$ cat src/rtl/mac_defs.sv
// Shared definitions for the pipelined multiply-accumulate unit: mode encodings,
// arithmetic-type select constants and width helpers.
package mac_defs;

    typedef enum logic {
        MODE_WRAP = 1'b0,
        MODE_SAT  = 1'b1
    } mode_e;

    localparam int ARITH_UNSIGNED = 0;
    localparam int ARITH_SIGNED   = 1;

    function automatic int prod_width(input int data_w);
        return 2 * data_w;
    endfunction

endpackage

$ cat src/rtl/mac_sat_add.sv
// Combinational accumulator adder: one-bit-wider sum, overflow detection against
// the ACC_W range, and optional clamp to the representable max/min.
module mac_sat_add
    import mac_defs::*;
#(
    parameter int ACC_W    = 16,
    parameter int SIGNED   = ARITH_UNSIGNED,
    parameter int SATURATE = int'(MODE_WRAP)
) (
    input  logic [ACC_W-1:0] i_acc,
    input  logic [ACC_W-1:0] i_term,
    output logic [ACC_W-1:0] o_sum,
    output logic             o_ovf
);

    localparam logic [ACC_W-1:0] ACC_MAX = (SIGNED == ARITH_SIGNED) ?
        {1'b0, {(ACC_W-1){1'b1}}} : {ACC_W{1'b1}};
    localparam logic [ACC_W-1:0] ACC_MIN = (SIGNED == ARITH_SIGNED) ?
        {1'b1, {(ACC_W-1){1'b0}}} : {ACC_W{1'b0}};

    logic [ACC_W:0] w_sum;
    logic           w_neg;

    // NOTE: every output of this block gets a value on every path first, so no latch is inferred.
    always_comb begin
        w_sum = '0;
        w_neg = 1'b0;
        o_ovf = 1'b0;
        if (SIGNED == ARITH_SIGNED) begin
            // The extra bit holds the exact sum; a mismatch with the sign bit means out of range.
            w_sum = {i_acc[ACC_W-1], i_acc} + {i_term[ACC_W-1], i_term};
            o_ovf = w_sum[ACC_W] ^ w_sum[ACC_W-1];
            w_neg = w_sum[ACC_W];
        end else begin
            w_sum = {1'b0, i_acc} + {1'b0, i_term};
            o_ovf = w_sum[ACC_W];
        end
        o_sum = w_sum[ACC_W-1:0];
        if (o_ovf && (SATURATE == int'(MODE_SAT))) begin
            o_sum = w_neg ? ACC_MIN : ACC_MAX;
        end
    end

endmodule

$ cat src/rtl/mac_pipe.sv
// Two-stage pipelined multiply-accumulate: registered product, then accumulate with
// wrap/saturate, sticky overflow, saturating term counter and synchronous clear.
module mac_pipe
    import mac_defs::*;
#(
    parameter int DATA_W   = 4,
    parameter int ACC_W    = 16,
    parameter int SIGNED   = ARITH_UNSIGNED,
    parameter int SATURATE = int'(MODE_WRAP),
    parameter int CNT_W    = 8
) (
    input  logic              clk,
    input  logic              rst_b,
    input  logic              in_valid,
    input  logic              clr,
    input  logic [DATA_W-1:0] data_a,
    input  logic [DATA_W-1:0] data_b,
    output logic [ACC_W-1:0]  acc_out,
    output logic              out_valid,
    output logic              ovf,
    output logic [CNT_W-1:0]  cnt
);

    localparam int PROD_W = prod_width(DATA_W);

    if (DATA_W < 2) begin : g_bad_data_w
        $error("mac_pipe: DATA_W must be at least 2");
    end
    if (ACC_W < PROD_W) begin : g_bad_acc_w
        $error("mac_pipe: ACC_W must be at least 2*DATA_W");
    end

    logic [PROD_W-1:0] w_prod;
    logic [ACC_W-1:0]  w_term;
    logic [ACC_W-1:0]  w_next_acc;
    logic              w_add_ovf;

    logic [PROD_W-1:0] r_prod;
    logic              r_v1;
    logic [ACC_W-1:0]  r_acc;
    logic              r_out_valid;
    logic              r_ovf;
    logic [CNT_W-1:0]  r_cnt;

    if (SIGNED == ARITH_SIGNED) begin : g_signed
        assign w_prod = PROD_W'($signed(data_a)) * PROD_W'($signed(data_b));
        assign w_term = ACC_W'($signed(r_prod));
    end else begin : g_unsigned
        assign w_prod = PROD_W'(data_a) * PROD_W'(data_b);
        assign w_term = ACC_W'(r_prod);
    end

    mac_sat_add #(
        .ACC_W    (ACC_W),
        .SIGNED   (SIGNED),
        .SATURATE (SATURATE)
    ) u_sat_add (
        .i_acc  (r_acc),
        .i_term (w_term),
        .o_sum  (w_next_acc),
        .o_ovf  (w_add_ovf)
    );

    // Stage 1 ignores clr so a sample presented alongside clr starts the new accumulation.
    // NOTE: sequential state uses non-blocking assignments so every register samples pre-edge values.
    always_ff @(posedge clk or negedge rst_b) begin
        if (!rst_b) begin
            r_prod <= '0;
            r_v1   <= 1'b0;
        end else begin
            r_prod <= w_prod;
            r_v1   <= in_valid;
        end
    end

    always_ff @(posedge clk or negedge rst_b) begin
        if (!rst_b) begin
            r_acc       <= '0;
            r_out_valid <= 1'b0;
            r_ovf       <= 1'b0;
            r_cnt       <= '0;
        end else if (clr) begin
            r_acc       <= '0;
            r_out_valid <= 1'b0;
            r_ovf       <= 1'b0;
            r_cnt       <= '0;
        end else if (r_v1) begin
            r_acc       <= w_next_acc;
            r_out_valid <= 1'b1;
            r_ovf       <= r_ovf | w_add_ovf;
            if (r_cnt != {CNT_W{1'b1}}) begin
                r_cnt <= r_cnt + CNT_W'(1);
            end
        end else begin
            r_out_valid <= 1'b0;
        end
    end

    assign acc_out   = r_acc;
    assign out_valid = r_out_valid;
    assign ovf       = r_ovf;
    assign cnt       = r_cnt;

endmodule

$ cat config.mk
export PLATFORM = sky130hd
export DESIGN_NAME = mac_pipe
export DESIGN_NICKNAME = d
export VERILOG_FILES = /design/src/rtl/mac_defs.sv /design/src/rtl/mac_sat_add.sv /design/src/rtl/mac_pipe.sv
export SDC_FILE = /design/constraint.sdc
export NUM_CORES = 1
export LEC_CHECK = 0
export ABC_AREA = 0
export ABC_CLOCK_PERIOD_IN_PS = 3100
export BUFFER_PORTS_ARGS = -buffer_cell sky130_fd_sc_hd__buf_2
export CAP_MARGIN = 20
export CORE_MARGIN = 10
export CORE_UTILIZATION = 38
export CTS_CLUSTER_SIZE = 10
export DETAILED_ROUTE_END_ITERATION = 8
export HOLD_SLACK_MARGIN = 0.15
export REMOVE_ABC_BUFFERS = 1
export SLEW_MARGIN = 20
export SYNTH_ARGS = -nofsm -noshare
export SYNTH_HDL_FRONTEND = slang
export SYNTH_SLANG_ARGS = --single-unit
$ cat constraint.sdc
create_clock -name clk -period 3.1 [get_ports clk]
set_input_delay 0.31 -clock clk [delete_from_list [all_inputs] [get_ports clk]]
set_output_delay 0.31 -clock clk [all_outputs]
set_load 0.01 [all_outputs]
==> results.txt <==
Critical Path AT = 2550 ps
Internal Power = 1.02 mW
Initial antenna violation count = 0
Worst hold stages = 2
Outcome = completed
Drt first-iter violations = 78
Die area = 0.00994 mm²
Vias per cell = 5.51
CP dominant cell by count = fa_1
Hold WS = 278 ps
I/O Buffers = 37
Synthesized cell area = 0.00241 mm²
Mean Syn Cell Area = 9.69 µm²
EDFF count, synth = 0
Core area = 0.00603 mm²
Crit-path cells = buf_2 -> nand2_1 -> fa_1 -> inv_1 -> fa_1 -> inv_1 -> fa_1 -> nor2b_1 -> o21ai_0 -> nand2_1 -> xor2_1
Drt pass-1 iters = 4
Setup Buffers After CTS = 0
Final setup violation count = 0
Via count = 2005
Peak VDD IR = 198 µV
Commonest cells in the netlist = dfrtp_1 (35), ha_1 (21), nor2_1 (20)
Gate power share = 35.5%
Clk_skew = 10.7 ps
Hold/Removal Path Class = in2reg
Area share of the largest cell type after synthesis = 36.3%
Area taken by multi-input logic gates = 0.00145 mm²
RSZ-0062 raised after global routing = false
Reg2Reg Depth = 7
H-tree depth = 2
Count leader, synth = dfrtp_1
Seq cells post-synth = 35
Die height = 99.7 µm
Post-DP HPWL = 3950 µm
Startpoint class of the critical path = input pin
Area leader, netlist = dfrtp_1
Slowest CP cell = fa_1
Die Wd = 99.7 µm
Sequential fraction of the synthesis area = 36.3%
Post-synth cell types = 52
Maximum clock frequency = 428 MHz
Largest net degree at the start of global routing = 39
Slew headroom = 49.8%
Critical Path RT = 3310 ps
DRT antenna net count = 0
Register area = 876 µm²
Final Worst Setup Slack = 763 ps
# rows = 28
Mapped Cells = 249
Area growth, synth to finish = 16.0%
Clk network pwr share = 27.4%
CTS tree = yes
Switching part of the total power = 34.4%
Cts bufs inserted = 5
Routability congestion estimate from global placement = 0.808
Post-cts sizing count = 0
Setup crit end kind = flip-flop
Antenna Diode Count = 0
Post-synthesis compound-gate area fraction = 17.6%
Number of global-route vias before repair = 1913
Post-placement cell area = 0.00266 mm²
Adder-Cell Fraction of Synth Area = 15.0%
Clk sink count = 35
Final wirelength = 5290 µm
Main flop type after synthesis = dfrtp_1
Sequential share of power = 37.1%
Fin. max-slew vios = 0
Syn. warnings = 0
Largest family of logic cells by synthesized area = simple AND/OR/NAND/NOR gates
PD cells = 556 mW/mm²
CP peak stage delay = 550 ps
Worst Max-Slew Pin Slew = 753 ps
Initial Util = 40.1%
Setup WS pre-CTS = 467 ps
Fin. Hold Viols = 0
First-pass GRT wire length = 8960 µm
Sw power = 535 µW
Setup_tns = 0 ps
Leak = 1.37 nW
CP Max Fanout = 4
Clock root cell = clkbuf_8
Post-Synth Simple-Gate Area = 21.9%
Period utilization = 75.4%
Nets = 326
Share of layout cells above drive strength 1 = 18.3%
Area share of xor/xnor cells in the synthesized design = 3.63%
IO Pins = 38
Final Cell Area = 0.00280 mm²
GR Overflow Total = 0
Clock latency at the later pin of the worst-skew pair = 290 ps
Routed len/inst = 14.5 µm
GRT Resource Usage Total = 10.6%
Worst-path clk slew = 70 ps
Fillers = 598
Async SR Flop Fraction = 100%
Drt drc = 0
Total of max-cap violations = 0
Setup CP Type = in2reg
Crit path time final = 2340 ps
Largest cells by area after synthesis = dfrtp_1 (36%), ha_1 (11%), fa_1 (4.1%)
PnR Total Power = 1.56 mW
Max clock buf depth = 2
Mux contribution to synthesized area = 2.13%
==> sequential cells by signal (all words and copies together) (netlist names) <==
name,cells
acc_out,16
r_v1,1
r_prod,8
cnt,8
out_valid,1
ovf,1
==> per-layer routing <==
metal / routed length, µm / track usage, % / vias up
met4: 80 / 3.97 / 0
met1: 2490 / 13.1 / 956
met2: 2360 / 16.7 / 48
met5: 0 / 0 / -
met3: 367 / 3.39 / 7
li1: - / - / 994
==> final cells by class <==
cell class / count / share of cell area (%)
Multi-Input combinational cell: 194 / 51.9
Sequential cell: 35 / 31.3
Timing Repair Buffer: 40 / 7.60
Tap cell: 75 / 3.35
Clock buffer: 6 / 2.95
Inverter: 12 / 1.61
Clock inverter: 2 / 1.25
==> path summary, 6_finish.rpt <==
kind | slack, ps | start | to
hold reg to reg | 550 | acc_out[7] | acc_out[7]
max in group asynchronous | 1990 | rst_b | r_prod[4]
setup reg to reg | 800 | acc_out[0] | acc_out[14]
setup / recovery | 760 | data_b[3] | r_prod[6]
hold / removal | 280 | data_b[0] | r_prod[0]
min in group asynchronous | 620 | rst_b | cnt[5]
==> placed cells by master, fill, tap and decap left out, types with 4 or more instances in the layout <==
cell type	n
a21o_1	4
a21oi_1	14
a221o_1	4
and2_1	12
and3_1	6
buf_2	37
clkbuf_8	6
dfrtp_1	35
fa_1	5
ha_1	21
inv_1	11
mux2i_1	4
nand2_1	18
nand3_1	8
nand4_1	5
nor2_1	20
nor2b_1	7
nor3_1	4
nor4_1	4
o211ai_1	6
xnor2_1	8
==> metrics by stage <==
| stage | util (%) | std cells |
|---|---|---|
| 6_report | 46.4 | 364 |
| 5_1_grt | 46.4 | 364 |
| 4_1_cts | 46.4 | 364 |
| 3_5_place_dp | 44.2 | 354 |
| 3_3_place_gp | 44.2 | 354 |
| 2_1_floorplan | - | 241 |
==> power groups by stage <==
stage / sequential [mW] / combinational, mW / clock (mW)
after global placement: 0.587 / 0.547 / 0
final: 0.577 / 0.552 / 0.427
after global routing: 0.587 / 0.621 / 0.456
after detailed placement: 0.588 / 0.552 / 0
after floorplan: 0.597 / 0.374 / 0
after CTS: 0.579 / 0.560 / 0.440
==> cells by family after synthesis <==
group           after synthesis
fa+ha+maj                    26
flops                        35
buf+inv                      20
mux                           5
compound gates               55
xor+xnor                     10
simple gates                 98
==> what timing repair did <==
item,4_1_cts,5_1_grt
setup endpoints to repair,0,0
endpoints found under the hold margin,36,0
hold buffers,2,0
==> worst max-delay path, delay by kind of cell <==
kind	cells	cell delay (ps)
buf+inv	3	210
xor+xnor	1	130
compound gates	1	80
fa+ha+maj	3	1530
simple gates	3	280
Power figures use the tool's default switching activity.
